`src/rtl/gfx_pattern_gen_pkg.sv`:
```
// gfx_pattern_gen_pkg: pattern mode codes, FSM states and sizing helpers for the pattern generator.
package gfx_pattern_gen_pkg;

    localparam logic [2:0] GFX_PAT_SOLID = 3'd0;
    localparam logic [2:0] GFX_PAT_VBARS = 3'd1;
    localparam logic [2:0] GFX_PAT_HBARS = 3'd2;
    localparam logic [2:0] GFX_PAT_CHECK = 3'd3;
    localparam logic [2:0] GFX_PAT_GRAD  = 3'd4;

    typedef enum logic {ST_IDLE, ST_RUN} state_t;

    // Tiny frames would give a zero bar size; clamp so every line/row still advances the bar
    function automatic int bar_size(input int n);
        return (n / 8 > 0) ? n / 8 : 1;
    endfunction

endpackage

```
`src/rtl/gfx_pattern_gen_if.sv`:
```
// gfx_pattern_gen_if: valid/ready pixel stream carrying x, y, color and end-of-frame marker.
interface gfx_pattern_gen_if #(
    parameter int FB_WIDTH   = 640,
    parameter int FB_HEIGHT  = 480,
    parameter int COLOR_BITS = 12
);
    localparam int FB_X_BITS = $clog2(FB_WIDTH);
    localparam int FB_Y_BITS = $clog2(FB_HEIGHT);

    logic                  valid;
    logic                  ready;
    logic [FB_X_BITS-1:0]  x;
    logic [FB_Y_BITS-1:0]  y;
    logic [COLOR_BITS-1:0] color;
    logic                  last;

    modport master (output valid, x, y, color, last, input ready);
    modport slave  (input valid, x, y, color, last, output ready);

endinterface

```
`src/rtl/gfx_pattern_gen_color.sv`:
```
// gfx_pattern_color: combinational pixel color for a given mode, coordinate and bar indices.
module gfx_pattern_color
    import gfx_pattern_gen_pkg::*;
#(
    parameter int COLOR_BITS  = 12,
    parameter int CHECK_SHIFT = 5,
    parameter int X_BITS      = 10,
    parameter int Y_BITS      = 9
) (
    input  logic [2:0]            mode,
    input  logic [X_BITS-1:0]     x,
    input  logic [Y_BITS-1:0]     y,
    input  logic [2:0]            vbar,
    input  logic [2:0]            hbar,
    input  logic [COLOR_BITS-1:0] solid_color,
    output logic [COLOR_BITS-1:0] color
);
    localparam int CB = COLOR_BITS / 3;

    // Zero-pad below the coordinate so the top CB bits exist even when the coordinate is narrower
    logic [X_BITS+CB-1:0] xw;
    logic [Y_BITS+CB-1:0] yw;
    logic                 unused_bits;

    assign xw = {x, {CB{1'b0}}};
    assign yw = {y, {CB{1'b0}}};
    assign unused_bits = ^{xw, yw};

    function automatic logic [COLOR_BITS-1:0] bar_rgb(input logic [2:0] i);
        return {{CB{i[2]}}, {CB{i[1]}}, {CB{i[0]}}};
    endfunction

    always_comb
        color = (mode == GFX_PAT_VBARS) ? bar_rgb(vbar) :
                (mode == GFX_PAT_HBARS) ? bar_rgb(hbar) :
                (mode == GFX_PAT_CHECK) ? {COLOR_BITS{x[CHECK_SHIFT] ^ y[CHECK_SHIFT]}} :
                (mode == GFX_PAT_GRAD)  ? {xw[X_BITS+CB-1 -: CB], yw[Y_BITS+CB-1 -: CB], {CB{1'b0}}} :
                                          solid_color;

endmodule

```
`src/rtl/gfx_pattern_gen.sv`:
```
// gfx_pattern_gen: streams one frame (or frames back to back) of pattern pixels in raster order.
module gfx_pattern_gen
    import gfx_pattern_gen_pkg::*;
#(
    parameter int FB_WIDTH    = 640,
    parameter int FB_HEIGHT   = 480,
    parameter int COLOR_BITS  = 12,
    parameter int CHECK_SHIFT = 5
) (
    input  logic                  clk,
    input  logic                  reset_n,
    input  logic                  start,
    input  logic                  continuous,
    input  logic [2:0]            mode,
    input  logic [COLOR_BITS-1:0] solid_color,
    gfx_pattern_gen_if.master     pix,
    output logic                  busy,
    output logic                  frame_done
);
    localparam int XB = $clog2(FB_WIDTH);
    localparam int YB = $clog2(FB_HEIGHT);
    localparam logic [XB-1:0] X_MAX  = XB'(FB_WIDTH - 1);
    localparam logic [YB-1:0] Y_MAX  = YB'(FB_HEIGHT - 1);
    localparam logic [XB-1:0] BW_MAX = XB'(bar_size(FB_WIDTH) - 1);
    localparam logic [YB-1:0] BH_MAX = YB'(bar_size(FB_HEIGHT) - 1);

    state_t                state, state_nx;
    logic [2:0]            mode_q, mode_s;
    logic [COLOR_BITS-1:0] solid_q, solid_s, color_nx;
    logic [XB-1:0]         vcnt, vcnt_nx, x_nx;
    logic [YB-1:0]         hcnt, hcnt_nx, y_nx;
    logic [2:0]            vbar, vbar_nx, hbar, hbar_nx;
    logic                  hs, fin, restart, load, last_nx;

    assign pix.valid = state == ST_RUN;
    assign busy      = pix.valid;
    assign hs        = pix.valid && pix.ready;
    assign fin       = hs && pix.last;
    assign restart   = (state == ST_IDLE && start) || (fin && continuous);
    assign load      = restart || hs;
    assign mode_s    = restart ? mode : mode_q;
    assign solid_s   = restart ? solid_color : solid_q;

    always_comb
        state_nx = (state == ST_IDLE) ? (start ? ST_RUN : ST_IDLE) :
                   (fin && !continuous) ? ST_IDLE : ST_RUN;

    // Bar indices are tracked with small run-length counters instead of dividing x or y
    always_comb begin
        x_nx    = pix.x + 1'b1;
        y_nx    = pix.y;
        vcnt_nx = (vcnt == BW_MAX) ? '0 : vcnt + 1'b1;
        vbar_nx = (vcnt == BW_MAX && vbar != 3'd7) ? vbar + 3'd1 : vbar;
        hcnt_nx = hcnt;
        hbar_nx = hbar;
        if (pix.x == X_MAX) begin
            x_nx    = '0;
            y_nx    = pix.y + 1'b1;
            vcnt_nx = '0;
            vbar_nx = '0;
            hcnt_nx = (hcnt == BH_MAX) ? '0 : hcnt + 1'b1;
            hbar_nx = (hcnt == BH_MAX && hbar != 3'd7) ? hbar + 3'd1 : hbar;
        end
        if (restart || fin) begin
            x_nx    = '0;
            y_nx    = '0;
            vcnt_nx = '0;
            vbar_nx = '0;
            hcnt_nx = '0;
            hbar_nx = '0;
        end
        last_nx = x_nx == X_MAX && y_nx == Y_MAX;
    end

    gfx_pattern_color #(
        .COLOR_BITS (COLOR_BITS),
        .CHECK_SHIFT(CHECK_SHIFT),
        .X_BITS     (XB),
        .Y_BITS     (YB)
    ) u_color (
        .mode       (mode_s),
        .x          (x_nx),
        .y          (y_nx),
        .vbar       (vbar_nx),
        .hbar       (hbar_nx),
        .solid_color(solid_s),
        .color      (color_nx)
    );

    always_ff @(posedge clk or negedge reset_n) begin
        if (!reset_n) begin
            state      <= ST_IDLE;
            frame_done <= 1'b0;
            mode_q     <= GFX_PAT_SOLID;
            solid_q    <= '0;
            vcnt       <= '0;
            vbar       <= '0;
            hcnt       <= '0;
            hbar       <= '0;
            pix.x      <= '0;
            pix.y      <= '0;
            pix.color  <= '0;
            pix.last   <= 1'b0;
        end else begin
            state      <= state_nx;
            frame_done <= fin;
            if (restart) begin
                mode_q  <= mode;
                solid_q <= solid_color;
            end
            if (load) begin
                vcnt      <= vcnt_nx;
                vbar      <= vbar_nx;
                hcnt      <= hcnt_nx;
                hbar      <= hbar_nx;
                pix.x     <= x_nx;
                pix.y     <= y_nx;
                pix.color <= color_nx;
                pix.last  <= last_nx;
            end
        end
    end

endmodule
```
`src/flat_wrapper.sv`:
```
// flat-port wrapper written by rule: the top's interface ports become plain ports
module gfx_pattern_gen_flat import gfx_pattern_gen_pkg::*;
#(
    parameter int FB_WIDTH    = 640,
    parameter int FB_HEIGHT   = 480,
    parameter int COLOR_BITS  = 12,
    parameter int CHECK_SHIFT = 5
)
  (clk, reset_n, start, continuous, mode, solid_color, busy, frame_done, pix_valid, pix_x, pix_y, pix_color, pix_last, pix_ready);
  gfx_pattern_gen_if #(.FB_WIDTH(FB_WIDTH), .FB_HEIGHT(FB_HEIGHT), .COLOR_BITS(COLOR_BITS)) pix_i ();
  input  logic clk;
  input  logic reset_n;
  input  logic start;
  input  logic continuous;
  input  logic [2:0] mode;
  input  logic [COLOR_BITS-1:0] solid_color;
  output logic busy;
  output logic frame_done;
  output wire logic [$bits(pix_i.valid)-1:0] pix_valid;
  output wire logic [$bits(pix_i.x)-1:0] pix_x;
  output wire logic [$bits(pix_i.y)-1:0] pix_y;
  output wire logic [$bits(pix_i.color)-1:0] pix_color;
  output wire logic [$bits(pix_i.last)-1:0] pix_last;
  input wire logic [$bits(pix_i.ready)-1:0] pix_ready;
  assign pix_valid = pix_i.valid;
  assign pix_x = pix_i.x;
  assign pix_y = pix_i.y;
  assign pix_color = pix_i.color;
  assign pix_last = pix_i.last;
  assign pix_i.ready = pix_ready;
  gfx_pattern_gen #(.FB_WIDTH(FB_WIDTH), .FB_HEIGHT(FB_HEIGHT), .COLOR_BITS(COLOR_BITS), .CHECK_SHIFT(CHECK_SHIFT)) u_core (.clk(clk), .reset_n(reset_n), .start(start), .continuous(continuous), .mode(mode), .solid_color(solid_color), .pix(pix_i), .busy(busy), .frame_done(frame_done));
endmodule
```
`config.mk`:
```
export PLATFORM = sky130hd
export DESIGN_NAME = gfx_pattern_gen_flat
export DESIGN_NICKNAME = d
export VERILOG_FILES = /design/src/rtl/gfx_pattern_gen_pkg.sv /design/src/rtl/gfx_pattern_gen_if.sv /design/src/rtl/gfx_pattern_gen_color.sv /design/src/rtl/gfx_pattern_gen.sv /design/src/flat_wrapper.sv
export SDC_FILE = /design/constraint.sdc
export NUM_CORES = 1
export LEC_CHECK = 0
export ABC_AREA = 1
export CORE_UTILIZATION = 35
export DETAILED_ROUTE_END_ITERATION = 8
export DONT_BUFFER_PORTS = 1
export PLACE_DENSITY = 0.48
export SLEW_MARGIN = 40
export SYNTH_ARGS = -nofsm -noshare
export SYNTH_HDL_FRONTEND = slang
export SYNTH_SLANG_ARGS = --single-unit
export TNS_END_PERCENT = 5
```
`constraint.sdc`:
```
create_clock -name clk -period 4.3 [get_ports clk]
set_input_delay 0.86 -clock clk [delete_from_list [all_inputs] [get_ports clk]]
set_output_delay 0.86 -clock clk [all_outputs]
set_load 0.01 [all_outputs]
```
After elaboration in Yosys (flattened, before gate mapping)
Index checks and enable logic that the tools add are counted.
{"block": "totals", "reg_bits": 74, "in_bits": 20, "out_inout_bits": 35}
{"block": "classes", "add_sub_neg": 6, "n_eq_ne": 11, "n_mux": 25, "n_bitwise": 2, "reduce_logical": 14}
{"cell": "2-to-1 mux 12 bit", "n": 5}
{"cell": "2-to-1 mux 10 bit", "n": 5}
{"cell": "2-to-1 mux 9 bit", "n": 5}
{"cell": "2-to-1 mux 3 bit", "n": 7}
{"cell": "adder 10 x 1 -> 10 bit, second input constant", "n": 2}
{"cell": "== test 10 bit, second input constant", "n": 2}
{"cell": "adder 9 x 1 -> 9 bit, second input constant", "n": 2}
{"cell": "== test 10 x 7 -> 1 bit, second input constant", "n": 1}
{"cell": "== test 9 x 6 -> 1 bit, second input constant", "n": 1}
{"cell": "== test 9 bit, second input constant", "n": 1}
{"cell": "logical AND 1 bit", "n": 8}
{"cell": "adder 3 x 1 -> 3 bit, second input constant", "n": 2}
{"cell": "== test 3 x 2 -> 1 bit, second input constant", "n": 2}
{"cell": "!= test 3 bit, second input constant", "n": 2}
{"cell": "== test 3 x 1 -> 1 bit, second input constant", "n": 1}
{"cell": "== test 3 bit, second input constant", "n": 1}
{"cell": "logical OR 1 bit", "n": 3}
{"cell": "2-to-1 mux 1 bit", "n": 3}
{"cell": "AND reduction 2 bit", "n": 1}
{"cell": "nonzero test 2 bit", "n": 1}
{"cell": "logical NOT 1 bit", "n": 1}
{"cell": "NOT 1 bit", "n": 1}
{"cell": "bitwise XOR 1 bit", "n": 1}

Logic depth before layout (Yosys ltp)
{"block": "logic_depth", "word_depth": 10, "ltp_mapped": 16, "ltp_nobuf": 16}

By module
A second synthesis with hierarchy kept.
{"block": "hier_totals", "cells_unflattened": 672, "area_unflattened_um2": 4633.2}
{"mod": "gfx_pattern_gen", "n_inst": 1, "cells_each": 543, "area_per_inst_um2": 4077.7, "seq_area_each_um2": 1851.8}
{"mod": "gfx_pattern_color", "n_inst": 1, "cells_each": 129, "area_per_inst_um2": 555.5, "seq_area_each_um2": 0.0}

Worst setup path before layout
Ideal clock, no wire load.
{"block": "synth_path", "kind": "input to register", "from": "input pix_ready", "to": "register u_core.pix.color[6]", "t_arrival_ns": 1.995, "path_slack_ns": 2.183, "stages": 14, "path_buffers": 1, "path_cell_list": "nand3_2 -> nand2_4 -> buf_6 -> nand3_1 -> nand2_1 -> nand3_2 -> inv_2 -> nand2_1 -> nand3_1 -> nand2_1 -> nand2_1 -> nand2_1 -> nand2_1 -> a21oi_1"}
{"block": "synth_via", "elab_chain_cells": 10, "elab_cells_between_ends": 21, "cone_classes": "eq/ne (4); mux (10); bitwise (1); reduce/logical (6)"}
{"element": "start, declared", "line": "flat_wrapper.sv:24", "source": "input wire logic [$bits(pix_i.ready)-1:0] pix_ready;"}
{"element": "logical AND 1 bit (*)", "line": "gfx_pattern_gen.sv:37", "source": "assign hs = pix.valid && pix.ready;"}
{"element": "logical AND 1 bit", "line": "gfx_pattern_gen.sv:38", "source": "assign fin = hs && pix.last;"}
{"element": "logical AND 1 bit", "line": "gfx_pattern_gen.sv:39", "source": "assign restart = (state == ST_IDLE && start) || (fin && continuous);"}
{"element": "logical OR 1 bit", "line": "gfx_pattern_gen.sv:39"}
{"element": "2-to-1 mux 3 bit / logical OR 1 bit (equally long branches)", "line": "gfx_pattern_gen.sv:41, gfx_pattern_gen.sv:64"}
{"element": "== test 3 bit, or another cell as far along", "line": "gfx_pattern_gen_color.sv:37", "source": "(mode == GFX_PAT_GRAD) ? {xw[X_BITS+CB-1 -: CB], yw[Y_BITS+CB-1 -: CB], {CB{1'b0}}} :"}
{"element": "2-to-1 mux 12 bit / bitwise XOR 1 bit (equally long branches)", "line": "gfx_pattern_gen_color.sv:37, gfx_pattern_gen_color.sv:36"}
{"element": "2-to-1 mux 12 bit", "line": "gfx_pattern_gen_color.sv:36", "source": "(mode == GFX_PAT_CHECK) ? {COLOR_BITS{x[CHECK_SHIFT] ^ y[CHECK_SHIFT]}} :"}
{"element": "2-to-1 mux 12 bit", "line": "gfx_pattern_gen_color.sv:35", "source": "(mode == GFX_PAT_HBARS) ? bar_rgb(hbar) :"}
{"element": "2-to-1 mux 12 bit", "line": "gfx_pattern_gen_color.sv:34", "source": "color = (mode == GFX_PAT_VBARS) ? bar_rgb(vbar) :"}
{"element": "end signal, assigned", "line": "gfx_pattern_gen.sv:118", "source": "pix.color <= color_nx;"}
{"element": "end, declared", "line": "gfx_pattern_gen_if.sv:17", "source": "modport master (output valid, x, y, color, last, input ready);"}
Every way passes the cells marked *; elsewhere a longest branch is shown, timed or not.
A chain may end at the register's enable or synchronous reset.

Worst setup path in the final report
{"block": "layout_path", "from": "register u_core.pix.x[0]", "to": "register u_core.hcnt[4]"}
{"block": "layout_via", "elab_chain_cells": 3}
{"element": "start, declared", "line": "gfx_pattern_gen_if.sv:17"}
{"element": "start signal, assigned", "line": "gfx_pattern_gen.sv:116", "source": "pix.x <= x_nx;"}
{"element": "== test 10 bit", "line": "gfx_pattern_gen.sv:56", "source": "if (pix.x == X_MAX) begin"}
{"element": "nonzero test 2 bit (no source line)"}
{"element": "AND reduction 2 bit (no source line)"}
{"element": "end signal, assigned", "line": "gfx_pattern_gen.sv:114", "source": "hcnt <= hcnt_nx;"}
{"element": "end, declared", "line": "gfx_pattern_gen.sv:31", "source": "logic [YB-1:0] hcnt, hcnt_nx, y_nx;"}
Every way passes these cells.

==> results.json <==
{
  "status": "finished, final reports clean",
  "ys_seq_area_frac": 0.427,
  "synth.area.top_cells": "dfrtp_1 43%, nand2_1 17%, nand3_1 5.8%",
  "n_antenna_cell": 0,
  "cts_buffers": 9,
  "cts_tree": "done",
  "yosysMostFrequentCell": "nand2_1",
  "postRouteAntennaNets": 0,
  "drc_errors": 0,
  "critical_path.cell_chain": "ha_1, nand2_2, nor2_4, nand3_2, nand2_2, nand2_1, clkinv_1, nand2_1, nor3_1, a2bb2oi_1",
  "synth-seq-cells": 74,
  "crit_slowest_cell": "dfrtp_1",
  "fin_skew_ns": 0.0104,
  "start_kind": "flop",
  "core_area_mm2": 0.0121,
  "placed_cells": 751,
  "rr_startpoint": "u_core.pix.x[0]$_DFFE_PN0P_",
  "postCtsSetupRepairBufs": 0,
  "path_class": "reg2reg",
  "htreeDepth": 3,
  "gp_congestion": 0.802,
  "max_stage_delay_ns": 0.46,
  "rows": 40,
  "r2r-end": "u_core.hcnt[4]$_DFFE_PN0P_",
  "wl_per_cell_um": 14.1,
  "clock-sinks": 74,
  "cts_buffer_depth": 2,
  "setup_violations": 0,
  "path_delay_family": "simple AND/OR/NAND/NOR gates",
  "port_buffers": 0,
  "synth_edf_count": 0,
  "ios": 55,
  "worst_pin_slew_ns": 0.506,
  "die_area_mm2": 0.0129,
  "hp-class": "in2async",
  "synth_commonest_cells": "195 x nand2_1, 74 x dfrtp_1, 66 x inv_1, 50 x nand3_1, 41 x nor2_1",
  "power_frac_clock": 0.365,
  "vias_per_cell": 4.90,
  "routed.top_layer": "met4",
  "cts.repair.resized": 0,
  "grt_start_max_net_pins": 75,
  "num-fill-cells": 1301,
  "wl_mm": 10.8,
  "die_w_um": 113,
  "root_buffer": "clkbuf_16",
  "clk_latency_ns": 0.35,
  "regToRegSetupSlack_ns": 1.78,
  "synthesis.nets": 625,
  "switching_share": 0.315,
  "worstPathBufferInverterCount": 1,
  "ctsHoldBuffers": 0,
  "synthFlopType": "dfrtp_1",
  "routed-wl-met3_um": 686,
  "drive_gt1_frac": 0.0818,
  "dr_wl_met2_mm": 4.74,
  "internal-power_uw": 1350,
  "async_flop_share": 1.00,
  "synth_top_area_share": 0.427,
  "maxCapViolations": 0,
  "critPathRequiredTime_ns": 4.56,
  "seq_power_share": 0.469,
  "switching_power_uw": 619,
  "clk_pin_slew_ns": 0.06,
  "final.period_utilization": 0.587,
  "cp_max_fo": 12,
  "finalHoldViolCount": 0,
  "firstDrtPassIters": 4,
  "final_cells": 767,
  "initial_utilization": 0.360,
  "cp-end-kind": "flop",
  "fmax_ghz": 0.396,
  "fin_crit_ns": 2.52,
  "rsz0062_at_grt": "no",
  "ys_types": 36,
  "grt_pass1_wl_mm": 18.2,
  "drt_iter0_markers": 191,
  "drv_slew": 0,
  "die_h_um": 113,
  "fin_nets": 622,
  "ys_warn_count": 0,
  "vias": 3755,
  "wl_met1_mm": 5.23,
  "leakagePower_uw": 0.00237,
  "synth_top_area_cell": "dfrtp_1",
  "dp_hpwl_mm": 7.87,
  "grt_pass1_vias": 3492,
  "syn_area_per_cell_um2": 7.27,
  "antenna_found_initial": 0,
  "synth_area_mm2": 0.00434,
  "combPwrFrac": 0.166,
  "relSlewSlack": 0.662,
  "peakVddDrop_uv": 196,
  "fin_tns_setup_ns": 0,
  "cp.arrival_ns": 2.78,
  "grt_overflow": 0,
  "layout-area-overhead-vs-synth_pct": 9.54,
  "track_usage": 0.184,
  "r2r_cells": 10,
  "power_density_mw_per_mm2": 413,
  "synth_cells": 597
}
## worst max-delay path by stage
stage                                                  to  slack, ns  cells after the start                        start
after floorplan           u_core.pix.color[6]$_DFFE_PN0P_       2.18                     14                    pix_ready
after global placement        u_core.pix.last$_DFFE_PN0P_       1.65                      9                    pix_ready
after detailed placement      u_core.pix.last$_DFFE_PN0P_       1.64                      9                    pix_ready
after CTS                      u_core.hcnt[4]$_DFFE_PN0P_       1.76                     10  u_core.pix.x[0]$_DFFE_PN0P_
after global routing           u_core.hcnt[6]$_DFFE_PN0P_       1.47                      9  u_core.pix.x[0]$_DFFE_PN0P_
final                          u_core.hcnt[4]$_DFFE_PN0P_       1.78                     10  u_core.pix.x[0]$_DFFE_PN0P_
## cells in the final DEF (no fill, tap or decap)
cell type    n
inv_1       66
dfrtp_1     74
nor2_4       2
or2_2        3
ha_1         8
nor3_1      17
clkinv_1     1
clkinv_4     1
nand3b_1     2
nor2_1      41
nor2_2       1
o21a_1       6
a221oi_1     3
o21ai_0     40
nand2_1    195
a21oi_2      1
o22ai_1      1
a31oi_1      1
clkbuf_8     2
nand2_4      5
clkinv_2     4
buf_4        2
nand3_1     50
nor4_2       1
xor2_1       7
xnor2_1      1
inv_2        6
nand3_2      3
nand4_1      6
nand3_4      1
clkbuf_16    9
a2bb2oi_1    2
nand2_2      8
a21oi_1     24
o31ai_1      3
nor4_1       2
## metrics by stage
| step | cell area, um^2 | hold slack (ns) | total power [uW] | utilization | setup WS [ns] |
|---|---|---|---|---|---|
| floorplan | 4340 | 0.445 | 1180 | - | 2.18 |
| global placement | 4470 | 0.491 | 1260 | 0.371 | 1.65 |
| detailed placement | 4470 | 0.487 | 1260 | 0.371 | 1.64 |
| CTS | 4760 | 0.191 | 2000 | 0.394 | 1.76 |
| global route | 4760 | 0.187 | 2090 | 0.394 | 1.47 |
| finish | 4760 | 0.210 | 1960 | 0.394 | 1.78 |
## metal layers
metal  vias to the layer above  GRT usage
li1                       1912          -
met1                      1737      0.251
met2                        93      0.275
met3                        13     0.0542
met4                         0     0.0702
met5                         -          0
## area by class of cell
cell class                 count  area (um^2)  share of cell area
sequential                    74         1850               0.389
multi-input combinational    434         2120               0.446
clock buffer                  11          253              0.0531
inverter                      73          274              0.0576
clock inverter                 5         28.8             0.00605
timing repair buffer           2         15.0             0.00316
tap                          168          210              0.0442
## state kept, by name (all words and copies together), names as in the netlist
name / count
u_core.frame_done: 1
u_core.pix.y: 9
u_core.pix.color: 12
u_core.hcnt: 9
u_core.vcnt: 10
u_core.hbar: 3
u_core.mode_q: 3
u_core.pix.last: 1
u_core.busy: 1
u_core.vbar: 3
u_core.solid_q: 12
u_core.pix.x: 10
## power by group through the flow
stage	clock [uW]	combinational, uW	sequential [uW]
after floorplan	0	272	905
after global placement	0	325	932
after detailed placement	0	328	934
after CTS	746	330	922
after global routing	774	380	939
final	718	326	921
## cell families (layout without fill, tap and decap cells)
| family | count (synthesis) | count (layout) | share of synthesized area |
|---|---|---|---|
| simple gates | 337 | 337 | 0.346 |
| flops | 74 | 74 | 0.427 |
| compound gates | 81 | 81 | 0.104 |
| buf+inv | 89 | 91 | 0.0844 |
| xor+xnor | 8 | 8 | 0.0161 |
| fa+ha+maj | 8 | 8 | 0.0231 |
Power figures use the tool's default switching activity.
